--- src/rtl/cpu_operand_stage_if.sv ---
// -----------------------------------------------------------------------------
// cpu_operand_stage_if
//   Bundle of the fetch / operand / write-back signals between the operand
//   stage, instruction memory and the ALU.
//
//   INSTRUCTION  32  instruction word at the current PC
//   ALURESULT     8  ALU result returned for register write-back
//   PC           32  current program counter (drives instruction memory)
//   DATA1         8  ALU operand 1 (reg[rs1])
//   DATA2         8  ALU operand 2 (after immediate / negate selection)
//   ALUOP         3  ALU select
//
//   master : the operand stage itself (owns PC and the operands)
//   slave  : the surroundings (instruction memory + ALU)
// -----------------------------------------------------------------------------
interface cpu_operand_stage_if;
  logic [31:0] INSTRUCTION;
  logic [7:0]  ALURESULT;
  logic [31:0] PC;
  logic [7:0]  DATA1;
  logic [7:0]  DATA2;
  logic [2:0]  ALUOP;

  modport master (
    input  INSTRUCTION,
    input  ALURESULT,
    output PC,
    output DATA1,
    output DATA2,
    output ALUOP
  );

  modport slave (
    output INSTRUCTION,
    output ALURESULT,
    input  PC,
    input  DATA1,
    input  DATA2,
    input  ALUOP
  );
endinterface

--- src/rtl/cpu_operand_stage.sv ---
// -----------------------------------------------------------------------------
// cpu_operand_stage
//   Front end of the 8-bit single-cycle processor. Holds the program counter
//   and the 8 x 8-bit register file, decodes the 32-bit instruction and
//   presents the two ALU operands plus the ALU select. The ALU result comes
//   back on ALURESULT and is written to rd at the next rising edge, so one
//   instruction retires per cycle.
//
//   CLK    in   system clock, all state changes on the rising edge
//   RESET  in   asynchronous active-high reset (PC and registers to 0)
//   bus    master modport of cpu_operand_stage_if:
//            INSTRUCTION in, ALURESULT in, PC out, DATA1 out, DATA2 out,
//            ALUOP out
//
//   Instruction fields: opcode [31:24], rd [18:16], offset [23:16],
//   rs1 [10:8], rs2 [2:0], imm [7:0].
// -----------------------------------------------------------------------------
module cpu_operand_stage (
  input  logic                  CLK,
  input  logic                  RESET,
  cpu_operand_stage_if.master   bus
);

  localparam logic [7:0] OP_LOADI = 8'h00;
  localparam logic [7:0] OP_MOV   = 8'h01;
  localparam logic [7:0] OP_ADD   = 8'h02;
  localparam logic [7:0] OP_SUB   = 8'h03;
  localparam logic [7:0] OP_AND   = 8'h04;
  localparam logic [7:0] OP_OR    = 8'h05;
  localparam logic [7:0] OP_J     = 8'h06;
  localparam logic [7:0] OP_BEQ   = 8'h07;

  localparam logic [2:0] ALU_FWD  = 3'b000;
  localparam logic [2:0] ALU_ADD  = 3'b001;
  localparam logic [2:0] ALU_AND  = 3'b010;
  localparam logic [2:0] ALU_OR   = 3'b011;

  // ---------------------------------------------------------------------------
  // State
  // ---------------------------------------------------------------------------
  logic [31:0] r_pc;
  logic [7:0]  r_regs [8];

  // ---------------------------------------------------------------------------
  // Field extraction
  // ---------------------------------------------------------------------------
  logic [7:0]  w_opcode;
  logic [2:0]  w_rd;
  logic [7:0]  w_offset;
  logic [2:0]  w_rs1;
  logic [2:0]  w_rs2;
  logic [7:0]  w_imm;

  assign w_opcode = bus.INSTRUCTION[31:24];
  assign w_rd     = bus.INSTRUCTION[18:16];
  assign w_offset = bus.INSTRUCTION[23:16];
  assign w_rs1    = bus.INSTRUCTION[10:8];
  assign w_rs2    = bus.INSTRUCTION[2:0];
  assign w_imm    = bus.INSTRUCTION[7:0];

  // ---------------------------------------------------------------------------
  // Register file read ports (combinational, no bypass from the write port)
  // ---------------------------------------------------------------------------
  logic [7:0] w_rs1_val;
  logic [7:0] w_rs2_val;
  logic [7:0] w_rs2_neg;

  assign w_rs1_val = r_regs[w_rs1];
  assign w_rs2_val = r_regs[w_rs2];
  // Two's complement so the ALU's add performs subtraction.
  assign w_rs2_neg = (~w_rs2_val) + 8'd1;

  // ---------------------------------------------------------------------------
  // Decode
  // ---------------------------------------------------------------------------
  logic [7:0] w_data2;
  logic [2:0] w_aluop;
  logic       w_wr_en;
  logic       w_take_target;

  always_comb begin
    w_data2       = w_rs2_val;
    w_aluop       = ALU_FWD;
    w_wr_en       = 1'b0;
    w_take_target = 1'b0;
    case (w_opcode)
      OP_LOADI: begin
        w_data2 = w_imm;
        w_wr_en = 1'b1;
      end
      OP_MOV: begin
        w_wr_en = 1'b1;
      end
      OP_ADD: begin
        w_aluop = ALU_ADD;
        w_wr_en = 1'b1;
      end
      OP_SUB: begin
        w_data2 = w_rs2_neg;
        w_aluop = ALU_ADD;
        w_wr_en = 1'b1;
      end
      OP_AND: begin
        w_aluop = ALU_AND;
        w_wr_en = 1'b1;
      end
      OP_OR: begin
        w_aluop = ALU_OR;
        w_wr_en = 1'b1;
      end
      OP_J: begin
        w_take_target = 1'b1;
      end
      OP_BEQ: begin
        // The ALU sees rs1 - rs2, but the branch decision uses the raw
        // register values so it does not depend on the ALU at all.
        w_data2       = w_rs2_neg;
        w_aluop       = ALU_ADD;
        w_take_target = (w_rs1_val == w_rs2_val);
      end
      default: begin
      end
    endcase
  end

  assign bus.DATA1 = w_rs1_val;
  assign bus.DATA2 = w_data2;
  assign bus.ALUOP = w_aluop;
  assign bus.PC    = r_pc;

  // ---------------------------------------------------------------------------
  // Next PC: word offset, sign-extended, relative to PC+4; wraps mod 2^32.
  // ---------------------------------------------------------------------------
  logic [31:0] w_pc_plus4;
  logic [31:0] w_offset_bytes;
  logic [31:0] w_target;
  logic [31:0] w_pc_next;

  assign w_pc_plus4     = r_pc + 32'd4;
  assign w_offset_bytes = {{22{w_offset[7]}}, w_offset, 2'b00};
  assign w_target       = w_pc_plus4 + w_offset_bytes;
  assign w_pc_next      = w_take_target ? w_target : w_pc_plus4;

  always_ff @(posedge CLK or posedge RESET) begin
    if (RESET) begin
      r_pc <= 32'd0;
    end else begin
      r_pc <= w_pc_next;
    end
  end

  // ---------------------------------------------------------------------------
  // Register file write port; one process per register keeps the write
  // decode explicit and lets every register reset asynchronously.
  // ---------------------------------------------------------------------------
  genvar gi;
  generate
    for (gi = 0; gi < 8; gi++) begin : g_reg
      logic w_sel;
      assign w_sel = w_wr_en && (w_rd == 3'(gi));

      always_ff @(posedge CLK or posedge RESET) begin
        if (RESET) begin
          r_regs[gi] <= 8'd0;
        end else if (w_sel) begin
          r_regs[gi] <= bus.ALURESULT;
        end
      end
    end
  endgenerate

endmodule

--- src/flat_wrapper.sv ---
// flat-port wrapper written by rule: the top's interface ports become plain ports
module cpu_operand_stage_flat 
  (CLK, RESET, bus_INSTRUCTION, bus_ALURESULT, bus_PC, bus_DATA1, bus_DATA2, bus_ALUOP);
  cpu_operand_stage_if bus_i ();
  input  logic CLK;
  input  logic RESET;
  input wire logic [$bits(bus_i.INSTRUCTION)-1:0] bus_INSTRUCTION;
  input wire logic [$bits(bus_i.ALURESULT)-1:0] bus_ALURESULT;
  output wire logic [$bits(bus_i.PC)-1:0] bus_PC;
  output wire logic [$bits(bus_i.DATA1)-1:0] bus_DATA1;
  output wire logic [$bits(bus_i.DATA2)-1:0] bus_DATA2;
  output wire logic [$bits(bus_i.ALUOP)-1:0] bus_ALUOP;
  assign bus_i.INSTRUCTION = bus_INSTRUCTION;
  assign bus_i.ALURESULT = bus_ALURESULT;
  assign bus_PC = bus_i.PC;
  assign bus_DATA1 = bus_i.DATA1;
  assign bus_DATA2 = bus_i.DATA2;
  assign bus_ALUOP = bus_i.ALUOP;
  cpu_operand_stage u_core (.CLK(CLK), .RESET(RESET), .bus(bus_i));
endmodule
--- config.mk ---
export PLATFORM = sky130hd
export DESIGN_NAME = cpu_operand_stage_flat
export DESIGN_NICKNAME = d
export VERILOG_FILES = /design/src/rtl/cpu_operand_stage_if.sv /design/src/rtl/cpu_operand_stage.sv /design/src/flat_wrapper.sv
export SDC_FILE = /design/constraint.sdc
export NUM_CORES = 1
export LEC_CHECK = 0
export CAP_MARGIN = 20
export CORE_MARGIN = 2
export CORE_UTILIZATION = 30
export DETAILED_ROUTE_END_ITERATION = 10
export GPL_TIMING_DRIVEN = 0
export SYNTH_ARGS = -nofsm -noshare
export SYNTH_HDL_FRONTEND = slang
export SYNTH_SLANG_ARGS = --single-unit
--- constraint.sdc ---
create_clock -name CLK -period 6.48 [get_ports CLK]
set_clock_uncertainty 0.2 [all_clocks]
set_input_delay 1.296 -clock CLK [delete_from_list [all_inputs] [get_ports CLK]]
set_output_delay 1.296 -clock CLK [all_outputs]
set_load 0.03 [all_outputs]
### Word-level counts from Yosys, hierarchy flattened

Cells that the tools add are included.

* register bits: 96
* word-level logic and storage cells: 56
* output and inout port bits: 51

* bitwise operators: 3
* add/subtract/negate cells: 3
* reductions and logical operators: 13
* equality and inequality tests: 15
* $lt $le $gt $ge: 2
* multiplexer cells: 11

Operators with widths (count)
* $bmux W8 S3: 2
* $add A32 B3 Y32 const B: 1
* $add A32 B32 Y32: 1
* $eq A8 B3 Y1 const B: 4
* $mux W32: 1
* $mux W8: 4
* $eq A8 B2 Y1 const B: 2
* $pmux W8 S2: 1
* $eq A3 B3 Y1 const B: 4
* $add A8 B1 Y8 const B: 1
* $eq A8 B1 Y1 const B: 1
* $eq A8 B8 Y1: 1
* $ge A4 B4 Y1 const B: 2
* $logic_and A1 B1 Y1: 8
* $logic_not A8 Y1: 1
* $not A3 Y4: 2
* $not A8 Y8: 1
* $eq A3 B2 Y1 const B: 2
* $pmux W2 S3: 1
* $reduce_or A6 Y1: 1
* $eq A3 B1 Y1 const B: 1
* $logic_not A3 Y1: 1
* $reduce_or A3 Y1: 1
* $pmux W1 S2: 1
* other kinds (2): 2

### Logic depth before layout (Yosys ltp)

Gate-level depths: netlist of run 1.

* depth after elaboration: 7
* mapped depth: 18
* depth with buffers taken out: 17

### Worst setup path after synthesis of run 1

No wires, ideal clock.

* path kind: input to output
* start: input port bus_INSTRUCTION[1]
* end: output port bus_DATA2[4]
* path buffers: 2
* data arrival time: 3.439 ns
* setup slack: 1.545 ns
* stages on the path: 8
* path through: buf_6 -> buf_6 -> mux4_2 -> mux2i_1 -> ha_1 -> nand3_1 -> xor2_1 -> o221ai_1

* cells in the longest elaborated chain, start to end: 7

Ends and longest elaborated chain
* start, declared: RTL line flat_wrapper.sv:7 `input wire logic [$bits(bus_i.INSTRUCTION)-1:0] bus_INSTRUCTION;`
* $not A3 Y4 (not written as such) *: RTL line cpu_operand_stage.sv:69 `assign w_rs2_val = r_regs[w_rs2];`
* $bmux W8 S3 *: RTL line cpu_operand_stage.sv:69
* $mux W8 (not written as such) * (2 in series): RTL line cpu_operand_stage.sv:69
* $not A8 Y8: RTL line cpu_operand_stage.sv:71 `assign w_rs2_neg = (~w_rs2_val) + 8'd1;`
* $add A8 B1 Y8: RTL line cpu_operand_stage.sv:71
* $pmux W8 S2 *: RTL line cpu_operand_stage.sv:86 `case (w_opcode)`
* end, declared: RTL line flat_wrapper.sv:11 `output wire logic [$bits(bus_i.DATA2)-1:0] bus_DATA2;`

Every way passes the cells marked *; elsewhere a longest branch is shown, timed or not. The select of a mux whose other input is x is not followed.

### Final worst setup path of run 1

* start: input port bus_INSTRUCTION[0]
* end: output port bus_DATA2[7]

Same word-level chain as after synthesis.

==> metrics, run 1 <==
Synth Instances=650; Die Y=158 um; initial drt markers=326; chip width=158 um; Fill cells=2,300; status=finished, final reports clean; FF+latch count, synth=94; Post-CTS Setup Bufs=0; most frequent cell after synthesis=dfrtp_1; CP endpoint kind=primary output; largest cells by area after synthesis=dfrtp_1 33%, mux2_2 13%, mux4_2 8.9%; CTS tree=yes; sequential cell area fraction in the yosys report=0.331; critical path's slowest cell=mux2i_1; Setup TNS Final=0 ns; CORE AREA=23,300 um^2; Leakage=3.91 nW; Hold WS=0.324 ns; Clock transition at path regs=0.06 ns; Num CTS Buffers=9; Yosys top cell area share=0.331; overall routing resource usage=0.151; Worst Path Max Fanout=9; first-pass GRT wire length=29,400 um; reg2reg start=u_core.bus.PC[2]; top sig layer=met4; Post-CTS Resized=0; Clock Latency Late Sink=0.35 ns; share of layout cells above drive strength 1=0.212; worst vdd ir=0.000131 V; count of different cell masters after synthesis=59; MaxCap Viol Count=0; ys flop type=dfrtp_1; Ant. Diodes=0; DR WL/cell=17.2 um; critical path data required time=4.98 ns; post-synthesis average cell area=10.9 um^2; GPL Wtd Cong=0.820; FF/Latch Area=2350 um^2; routed wl met2=9240 um; IO Count=93; Post-DP HPWL=13,600 um; clk root buf=clkbuf_16; Power Dens Cells=279 nW/um^2; CP arrival=4.18 ns; synth cell count leaders=94 x dfrtp_1, 85 x mux2_2, 52 x nand2_1; WHS Path Cells=1; Tcrit/Tclk final=0.876; RSZ-0062 raised after global routing=no; Critical path buffers and inverters=2; Row Count=56; top cell type by total area after synthesis=dfrtp_1; Initial Utilization=0.305; Slew Limit Fails=0; slew margin rel.=0.379; first drt pass iteration count=4; port buffer count=78; antenna-violating nets left=0; worst hold start=u_core.r_regs[2]; met1 wire length=8190 um; class of the worst hold path=reg2reg; Post-synth EDFFs=0; total grt overflow=0; post-DR vias/cell=5.14; number of global-route vias before repair=5,508; metal3 WL=728 um; Post-CTS Hold Buffers=0; Worst R2R Path Depth=16; Max Fclk=176 MHz; Syn-to-layout area delta=22.3%; # setup viols final=0; crit-path cells=clkbuf_1 > mux2i_1 > nand3_1 > nor3_1 > xnor2_1 > o221ai_1 > clkdlybuf4s50_1; min Tclk post-route=5.68 ns; kind of cell adding the most delay to the critical path=buffers and inverters; Yosys warnings=0; Setup CP Type=in2out; largest net degree at the start of global routing=73; Routed WL=18,400 um; DRC violations left=0; Longest Clk Path Bufs=2; Hold EP=u_core.r_regs[2]; total area of multi-input combinational cells=4580 um^2; htree depth=3; crit path launch type=input port; Post-synth ARST share=1.00; via count=5,494; Least-Margin Pin Slew=0.928 ns; clk sinks=94; initial antenna violation count=0; Reg2Reg Setup Slack=2.14 ns; RR Endpoint=u_core.bus.PC[30]; Synth Cell Area=7110 um^2; Die ar.=24,900 um^2; CP max stage delay=0.72 ns; Hold Vio Cnt, Final=0; Final #Nets=826
==> worst max-delay path by stage <==
stage | endpoint | depth (start not counted) | slack, ns | start
4_1_cts | bus_DATA2[7] | 7 | 0.81 | bus_INSTRUCTION[0]
3_3_place_gp | bus_DATA2[7] | 7 | 0.87 | bus_INSTRUCTION[0]
5_1_grt | bus_DATA2[7] | 7 | 0.65 | bus_INSTRUCTION[0]
2_1_floorplan | bus_DATA2[4] | 8 | 1.55 | bus_INSTRUCTION[1]
6_report | bus_DATA2[7] | 7 | 0.80 | bus_INSTRUCTION[0]
3_5_place_dp | bus_DATA2[7] | 7 | 0.82 | bus_INSTRUCTION[0]
==> area by class of cell <==
type,instances,share of cell area
Multi-Input combinational cell,519,0.527
Sequential cell,94,0.271
Timing Repair Buffer,82,0.0981
Tap cell,319,0.0459
Clock buffer,11,0.0291
Buffer,25,0.0161
Clock inverter,5,0.00662
Inverter,14,0.00634
==> routing by layer <==
| layer | vias up | global-route usage |
|---|---|---|
| li1 | 2633 | - |
| met1 | 2737 | 0.190 |
| met2 | 110 | 0.272 |
| met3 | 14 | 0.0192 |
| met4 | 0 | 0.0407 |
| met5 | - | 0 |
==> power by group <==
group	total, W	internal (W)	switching, W
Sequential	0.000760	0.000667	0.0000929
Combinational	0.00111	0.000517	0.000591
Clock	0.000555	0.000320	0.000235
Total	0.00242	0.00150	0.000919
==> cell families (layout without fill, tap and decap cells) <==
kind of cell / Yosys count / in the layout / synth area share
flip-flops: 94 / 94 / 0.331
AO/OA/AOI/OAI: 113 / 113 / 0.106
adder cells (fa/ha/maj): 39 / 39 / 0.0697
AND/OR/NAND/NOR: 154 / 154 / 0.113
other: 1 / 3 / 0.000528
multiplexers: 144 / 144 / 0.272
buffers and inverters: 39 / 137 / 0.0271
XOR/XNOR: 66 / 66 / 0.0813
==> worst reg2reg max path: cells and delay by family (launching register included) <==
kind,cells,cell delay [ns]
AOI/OAI and AO/OA,5,1.20
xor gates and xnor gates,2,0.41
adders and majority gates,1,0.32
buffers and inverters,1,0.14
DFF,1,0.45
muxes,1,0.27
and+or+nand+nor,6,1.23
==> through the flow <==
step,std cells,total power [W],setup slack (ns),area [um^2],util
after global placement,1049,0.00186,0.867,8290,0.355
after global routing,1069,0.00258,0.654,8690,0.372
final,1069,0.00242,0.804,8690,0.372
after CTS,1068,0.00244,0.810,8680,0.372
after floorplan,652,0.00155,1.55,7110,-
after detailed placement,1052,0.00187,0.822,8370,0.359
==> flip-flops by register name (all words and copies together), names as in the netlist <==
| name | count |
|---|---|
| u_core.r_regs | 64 |
| u_core.bus.PC | 30 |
==> cell usage in the layout, fill, tap and decap left out, drive strengths merged, types with 8 or more instances in the layout <==
cell            n
buf            18
dfrtp          94
nand3          17
mux2i          27
o21ai          18
o221ai          8
and4            9
nand2          52
a21oi          36
and3            8
nor2           23
ha             38
xor2           19
inv            14
mux4           28
xnor2          47
a21o           19
mux2           89
nand4           8
clkbuf         22
clkdlybuf4s50  78
No activity file was read; power rests on OpenSTA's default activity.
==> inputs of run 2 (changes only) <==
--- a/config.mk
+++ b/config.mk
@@ -13,3 +13,4 @@
 export SYNTH_ARGS = -nofsm -noshare
 export SYNTH_HDL_FRONTEND = slang
 export SYNTH_SLANG_ARGS = --single-unit
+export TNS_END_PERCENT = 50
==> results of run 2 <==
Final layout, timing and power as in run 1 (identical DEF).
